$ cat config.mk
export PLATFORM = sky130hd
export DESIGN_NAME = operand_pair_pipe
export DESIGN_NICKNAME = d
export VERILOG_FILES = /design/src/rtl/operand_pair_pipe.sv
export SDC_FILE = /design/constraint.sdc
export NUM_CORES = 1
export LEC_CHECK = 0
export ABC_AREA = 1
export BUFFER_PORTS_ARGS = -buffer_cell sky130_fd_sc_hd__buf_2
export CAP_MARGIN = 40
export CELL_PAD_IN_SITES_DETAIL_PLACEMENT = 1
export CELL_PAD_IN_SITES_GLOBAL_PLACEMENT = 1
export CORE_MARGIN = 5
export CORE_UTILIZATION = 46
export CTS_BUF_LIST = sky130_fd_sc_hd__clkbuf_16
export CTS_CLUSTER_SIZE = 10
export DETAILED_ROUTE_END_ITERATION = 10
export PLACE_DENSITY_LB_ADDON = 0.1
export SLEW_MARGIN = 20
export SYNTH_ARGS = -nofsm -noshare
export SYNTH_HDL_FRONTEND = slang
export SYNTH_HIERARCHICAL = 1
export SYNTH_SLANG_ARGS = --single-unit
$ cat constraint.sdc
create_clock -name clk -period 4.96 [get_ports clk]
set_clock_uncertainty 0.2 [all_clocks]
set_input_delay 0.248 -clock clk [delete_from_list [all_inputs] [get_ports clk]]
set_output_delay 0.248 -clock clk [all_outputs]
set_load 0.01 [all_outputs]
$ cat src/rtl/operand_pair_pipe.sv
// Operand-pair builder: stages halves a/b from one shared value bus, then queues
// complete {a, b} pairs in a DEPTH-entry elastic buffer with a valid/ready output.
module operand_pair_pipe #(
  parameter int N     = 8,
  parameter int DEPTH = 2
) (
  input  logic                       clk,
  input  logic                       rst,
  input  logic [N-1:0]               value,
  input  logic                       load_a,
  input  logic                       load_b,
  input  logic                       flush,
  input  logic                       out_ready,
  output logic [2*N-1:0]             out,
  output logic                       out_valid,
  output logic                       stage_full,
  output logic [$clog2(DEPTH+1)-1:0] count,
  output logic                       full
);

  localparam int CW = $clog2(DEPTH + 1);
  localparam int PW = (DEPTH > 1) ? $clog2(DEPTH) : 1;

  logic [N-1:0]   a_r;
  logic [N-1:0]   b_r;
  logic           a_vld_r;
  logic           b_vld_r;
  logic [2*N-1:0] mem_r [DEPTH];
  logic [PW-1:0]  wr_ptr_r;
  logic [PW-1:0]  rd_ptr_r;
  logic [CW-1:0]  count_r;
  logic           full_r;
  logic           valid_r;

  logic           enq_s;
  logic           pop_s;
  logic [CW-1:0]  count_nxt_s;

  // Wrap explicitly at DEPTH-1 so non-power-of-2 depths stay in range.
  function automatic logic [PW-1:0] ptr_inc(input logic [PW-1:0] p);
    if (p == PW'(DEPTH - 1)) begin
      return {PW{1'b0}};
    end else begin
      return p + PW'(1);
    end
  endfunction

  // Handshake qualifiers derived only from registered state and out_ready.
  always_comb begin
    enq_s = a_vld_r & b_vld_r & ~full_r;
    pop_s = valid_r & out_ready;
  end

  // Next occupancy; simultaneous enqueue and pop leave it unchanged.
  always_comb begin
    count_nxt_s = count_r;
    case ({enq_s, pop_s})
      2'b10:   count_nxt_s = count_r + CW'(1);
      2'b01:   count_nxt_s = count_r - CW'(1);
      default: count_nxt_s = count_r;
    endcase
  end

  // Staging halves; a load in the enqueue cycle overrides the flag clear.
  always_ff @(posedge clk) begin
    if (!rst || flush) begin
      a_r     <= {N{1'b0}};
      b_r     <= {N{1'b0}};
      a_vld_r <= 1'b0;
      b_vld_r <= 1'b0;
    end else begin
      if (enq_s) begin
        a_vld_r <= 1'b0;
        b_vld_r <= 1'b0;
      end
      if (load_a) begin
        a_r     <= value;
        a_vld_r <= 1'b1;
      end
      if (load_b) begin
        b_r     <= value;
        b_vld_r <= 1'b1;
      end
    end
  end

  // Queue storage, written with the pre-edge staged pair.
  always_ff @(posedge clk) begin
    if (!rst || flush) begin
      for (int i = 0; i < DEPTH; i++) begin
        mem_r[i] <= {(2*N){1'b0}};
      end
    end else if (enq_s) begin
      mem_r[wr_ptr_r] <= {a_r, b_r};
    end else begin
      mem_r[wr_ptr_r] <= mem_r[wr_ptr_r];
    end
  end

  // Pointers, occupancy and the registered full/valid flags.
  always_ff @(posedge clk) begin
    if (!rst || flush) begin
      wr_ptr_r <= {PW{1'b0}};
      rd_ptr_r <= {PW{1'b0}};
      count_r  <= {CW{1'b0}};
      full_r   <= 1'b0;
      valid_r  <= 1'b0;
    end else begin
      if (enq_s) begin
        wr_ptr_r <= ptr_inc(wr_ptr_r);
      end
      if (pop_s) begin
        rd_ptr_r <= ptr_inc(rd_ptr_r);
      end
      count_r <= count_nxt_s;
      full_r  <= (count_nxt_s == CW'(DEPTH));
      valid_r <= (count_nxt_s != {CW{1'b0}});
    end
  end

  // Head mux over registered entries; zero while empty.
  always_comb begin
    if (valid_r) begin
      out = mem_r[rd_ptr_r];
    end else begin
      out = {(2*N){1'b0}};
    end
  end

  assign out_valid  = valid_r;
  assign stage_full = a_vld_r & b_vld_r;
  assign count      = count_r;
  assign full       = full_r;

  operand_pair_pipe_chk #(
    .DEPTH (DEPTH)
  ) u_chk (
    .clk        (clk),
    .rst        (rst),
    .count      (count_r),
    .full       (full_r),
    .out_valid  (valid_r),
    .stage_full (stage_full)
  );

endmodule

// Invariant checker for the queue flags and occupancy.
module operand_pair_pipe_chk #(
  parameter int DEPTH = 2
) (
  input logic                       clk,
  input logic                       rst,
  input logic [$clog2(DEPTH+1)-1:0] count,
  input logic                       full,
  input logic                       out_valid,
  input logic                       stage_full
);

  localparam int CW = $clog2(DEPTH + 1);

  a_count_range: assert property (@(posedge clk) disable iff (!rst)
    count <= CW'(DEPTH));

  a_full_flag: assert property (@(posedge clk) disable iff (!rst)
    full == (count == CW'(DEPTH)));

  a_valid_flag: assert property (@(posedge clk) disable iff (!rst)
    out_valid == (count != {CW{1'b0}}));

  a_stage_known: assert property (@(posedge clk) disable iff (!rst)
    !$isunknown(stage_full));

endmodule

=== Word-level counts from Yosys, hierarchy flattened ===
Memory sizes are Yosys's and may differ from the RTL's. A register that Yosys moved wholly into a read port is not among the register bits.
Cells that the tools add are included.

* Flip-flop bits (word level): 24
* Bits in writable memories: 32
* Word-level logic and storage cells: 51
* Output and inout bits: 21
* Bits of input ports: 14
* Memories: 1

* Add/sub/neg operators: 4
* Reductions and logical operators: 7
* Equality and inequality tests: 4
* Bitwise gates (word level): 5
* Mux-type cells: 21

{| class="wikitable"
|+ Memory list
! name !! words !! bits a word !! read ports !! clocked after Yosys merged registers in !! wr ports !! line !! text
|-
| mem_r || 2 || 16 || 1 || 1 || 2 || 28 || <nowiki>logic [2*N-1:0] mem_r [DEPTH];</nowiki>
|}

{| class="wikitable"
|+ Operators with widths
! cell !! number
|-
| $mux 16 || 3
|-
| $mux 1 || 17
|-
| $reduce_or 16->1 || 1
|-
| $reduce_bool 2->1 || 3
|-
| $eq 2x2->1 const B || 2
|-
| $pmux 2 s2 || 1
|-
| $and 1x1->1 || 3
|-
| $add 1x1->1 const B || 2
|-
| $add 2x1->2 const B || 1
|-
| $eq 2x1->1 const B || 1
|-
| $reduce_and 2->1 || 1
|-
| $sub 2x1->2 const B || 1
|-
| $logic_not 1->1 || 1
|-
| $logic_or 1x1->1 || 1
|-
| $ne 0x0->1 || 1
|-
| $not 1->1 || 1
|-
| $or 1x1->1 || 1
|}

=== Logic depth before layout (Yosys ltp) ===
* Depth in word-level cells: 9
* Depth in mapped cells: 10
* Gate-level depth less buffers: 10

=== Worst setup path before layout ===
OpenSTA, ideal clock, no wires.

* Kind: register -> register
* Start: register a_vld_r
* End: memory mem_r[0][0] (netlist bit) (enable)
* Arrival: 1.245 ns
* Data required time: 4.388 ns
* Path slack: 3.144 ns
* Buffers on the path: 1
* Setup time: 0.372 ns
* Cell stages (with the launch flop): 8
* Cell sequence: dfxtp_1 -> nand2_2 -> nor2_4 -> inv_2 -> nor2_4 -> nand2_4 -> buf_6 -> nand2_1

{| class="wikitable"
|+ RTL lines
! element !! line !! text
|-
| start, declared || 26 || <nowiki>logic a_vld_r;</nowiki>
|-
| start signal, assigned || 69 || <nowiki>a_vld_r <= 1'b0;</nowiki>
|-
| start signal, assigned || 73 || <nowiki>a_vld_r <= 1'b0;</nowiki>
|-
| start signal, assigned || 78 || <nowiki>a_vld_r <= 1'b1;</nowiki>
|-
| end, declared || 28 ||
|}

==> flow_summary.toml <==
[placement]
gp_congestion = 0.732
port_buffers = 34
dp_slack_ns = 2.59
dp.cells = 329
hpwl_um = 3600

[routing]
num_vias = 1712
vias_per_cell = 4.95
wire_per_inst_um = 16.0
firstDrtPassIters = 4
routed_wl_um = 5520
detail-route-antenna-nets = 0
drcViolationCount = 0
drt_iter0_markers = 75

[synth]
postSynthAreaPerCell_sq_um = 9.71
synth_cells = 237
ys_seq_area_share_pct = 63.5
synth.area.mux_share_pct = 0
synth_cell_types = 22
synth-simple-area-share_pct = 17.4
synth_fp_nets = 252
yosys.area_share.adder_pct = 0.544
synth_top_family_by_area = "simple AND/OR/NAND/NOR gates"
synth_compound_area_share_pct = 10.9
synth-xor-area-share_pct = 0.761
yosysWarnings = 6
ys_ff_latch = 57
mappedNetlistArea_sq_um = 2300

[final_layout]
final_cell_mix = "59 x nor2_1, 34 x buf_2, 32 x inv_1, 32 x edfxtp_1, 31 x o21ai_0"
areaGrowthSynthToFinish_pct = 22.5
num-fill-cells = 557
layoutNonFillerInstCount = 346
layout-drive-gt1-share_pct = 21.9
num-nets-final = 289
n_antenna_cell = 0
final_common_cell = "nor2_1"
final_util_pct = 58.9

[setup_path]
critPathArrivalTime_ns = 1.83
cp_top_family = "flip-flops"
required_ns = 4.51
max_stage_delay_ns = 0.65
worst_setup_path_end_kind = "output port"
path_class = "reg -> out"
path_max_fanout = 17
critPathBufInv = 2
critical_path.most_common_cell = "nor2_1"
crit-reg2reg-launch = "b_vld_r$_SDFFE_PP0P_"
crit_chain = "inv_1 -> nor2_1 -> nor2_1 -> buf_2"
start_kind = "flop"
crit_slowest_cell = "dfxtp_1"

[cts]
clk_latency_ns = 0.32
htree_levels = 3
cts_num_sinks = 57
holdBufCountCts = 1
cts_root_buffer = "clkbuf_16"
path_clk_slew_ns = 0.05
cts_tree = "done"
cts_resized = 0
cts_buffers = 9
cts_setup_buffers = 0
clock_path_buffers = 2

[grt]
grt_start_max_net_pins = 25
grt-ovfl-total = 0
met1_usage_pct = 22.0
met2_usage_pct = 32.5
track_usage_pct = 19.2
met3_usage_pct = 5.04
grt_first_pass_wirelength_um = 8900
grt_pass1_vias = 1796
antenna_found_initial = 0
grt.busiest_layer = "met2"

[die]
boundaryPins = 35
die_area_sq_um = 6520
die_h_um = 80.7
num_rows = 25
die_x_um = 80.7
core-area_sq_um = 4790
initial_core_util_pct = 48.1

[timing]
timing.final.ws_setup_ns = 2.68
worst_slew_pin_slew_ns = 0.738
finalSetupViolCount = 0
slew_violations = 0
fin_hold_ws_ns = 0.0259
hold_violations = 0
finalCriticalPeriod_ns = 2.28
maxSlewHeadroom_pct = 50.7
tns_ns = 0
rsz0062_at_grt = "no"
period_share_pct = 45.9
fmax_ghz = 0.439

[outcome]
status = "complete, no violations"

[power_and_ir_drop]
leakage_nw = 1.26
ir_worst_vdd_mv = 0.229
power-per-cell-area_nw_per_um2 = 415

[min_path]
min-delay-start = "value[0]"
hold_path.class = "in -> reg"

[run]
max_cap_violations = 0
==> final cells by class <==
class	instances	area, sq um	share of cell area, %
Sequential cell	57	1460	51.8
Multi-Input combinational cell	141	681	24.1
Clock buffer	10	250	8.88
Timing Repair Buffer	35	180	6.39
Inverter	30	113	3.99
Tap cell	67	83.8	2.97
Clock inverter	6	50.0	1.78
==> routing by layer <==
metal | wire (um) | part of all wire (%) | up-vias
met5 | 0 | 0 | -
met4 | 141 | 2.6 | 0
met3 | 343 | 6.2 | 13
met2 | 2660 | 48 | 53
met1 | 2380 | 43 | 803
li1 | - | - | 843
==> path summary, 6_finish.rpt <==
path         slack (ns)                   endpoint  cells after the start
max                2.68                     out[4]                      4
min                0.03        a_r[0]$_SDFFE_PP0P_                      3
max reg2reg        2.88  mem_r[0][5]$_SDFFCE_PN0P_                      6
min reg2reg        0.28       a_vld_r$_SDFFE_PP0P_                      2
==> power by group <==
part           internal [mW]  leakage (nW)  total (mW)  switching [mW]
logic                 0.0101         0.537      0.0375          0.0274
registers              0.516         0.561       0.522         0.00568
clock network          0.410         0.159       0.611           0.201
==> per-stage QoR <==
step | area [sq um] | total power [mW]
after CTS | 2820 | 1.17
final | 2820 | 1.17
after detailed placement | 2510 | 0.567
after global placement | 2510 | 0.565
after floorplan | 2300 | 0.551
after global routing | 2820 | 1.20
==> cell usage after synthesis <==
cell type	n	area, sq um
nor2_1	59	221
o21ai_0	31	155
o21ai_1	1	5.00
xor2_1	1	8.76
nand2_4	1	11.3
nor2_4	4	45.0
inv_2	1	3.75
clkbuf_1	4	15.0
nor2_2	7	43.8
edfxtp_1	32	961
dfxtp_1	25	500
nand2_1	11	41.3
nand3_2	1	10.0
inv_1	29	109
nand3_1	3	15.0
buf_2	4	20.0
a21oi_1	18	90.1
buf_6	1	11.3
nand4_1	1	6.26
ha_1	1	12.5
nand2_2	1	6.26
xnor2_1	1	8.76
==> worst reg2reg max path, cell delays in order, from the launching register on <==
cell,delay [ns]
dfxtp_1,0.34
nand2_2,0.08
nor2_4,0.11
inv_2,0.08
nor2_4,0.10
nand2_4,0.16
nand2_1,0.62
==> logic make-up after synthesis <==
kind of cell	Yosys count
compound gates	50
xor+xnor	2
buf+inv	39
fa+ha+maj	1
simple gates	88
flops	57
==> registers in the layout, indices dropped and copies added, names as in the netlist, named ones only <==
name	cells
mem_r	32
a_r	8
b_r	8
count	2
a_vld_r	1
b_vld_r	1
full	1
out_valid	1
rd_ptr_r	1
wr_ptr_r	1
(Power assumes the default switching activity.)
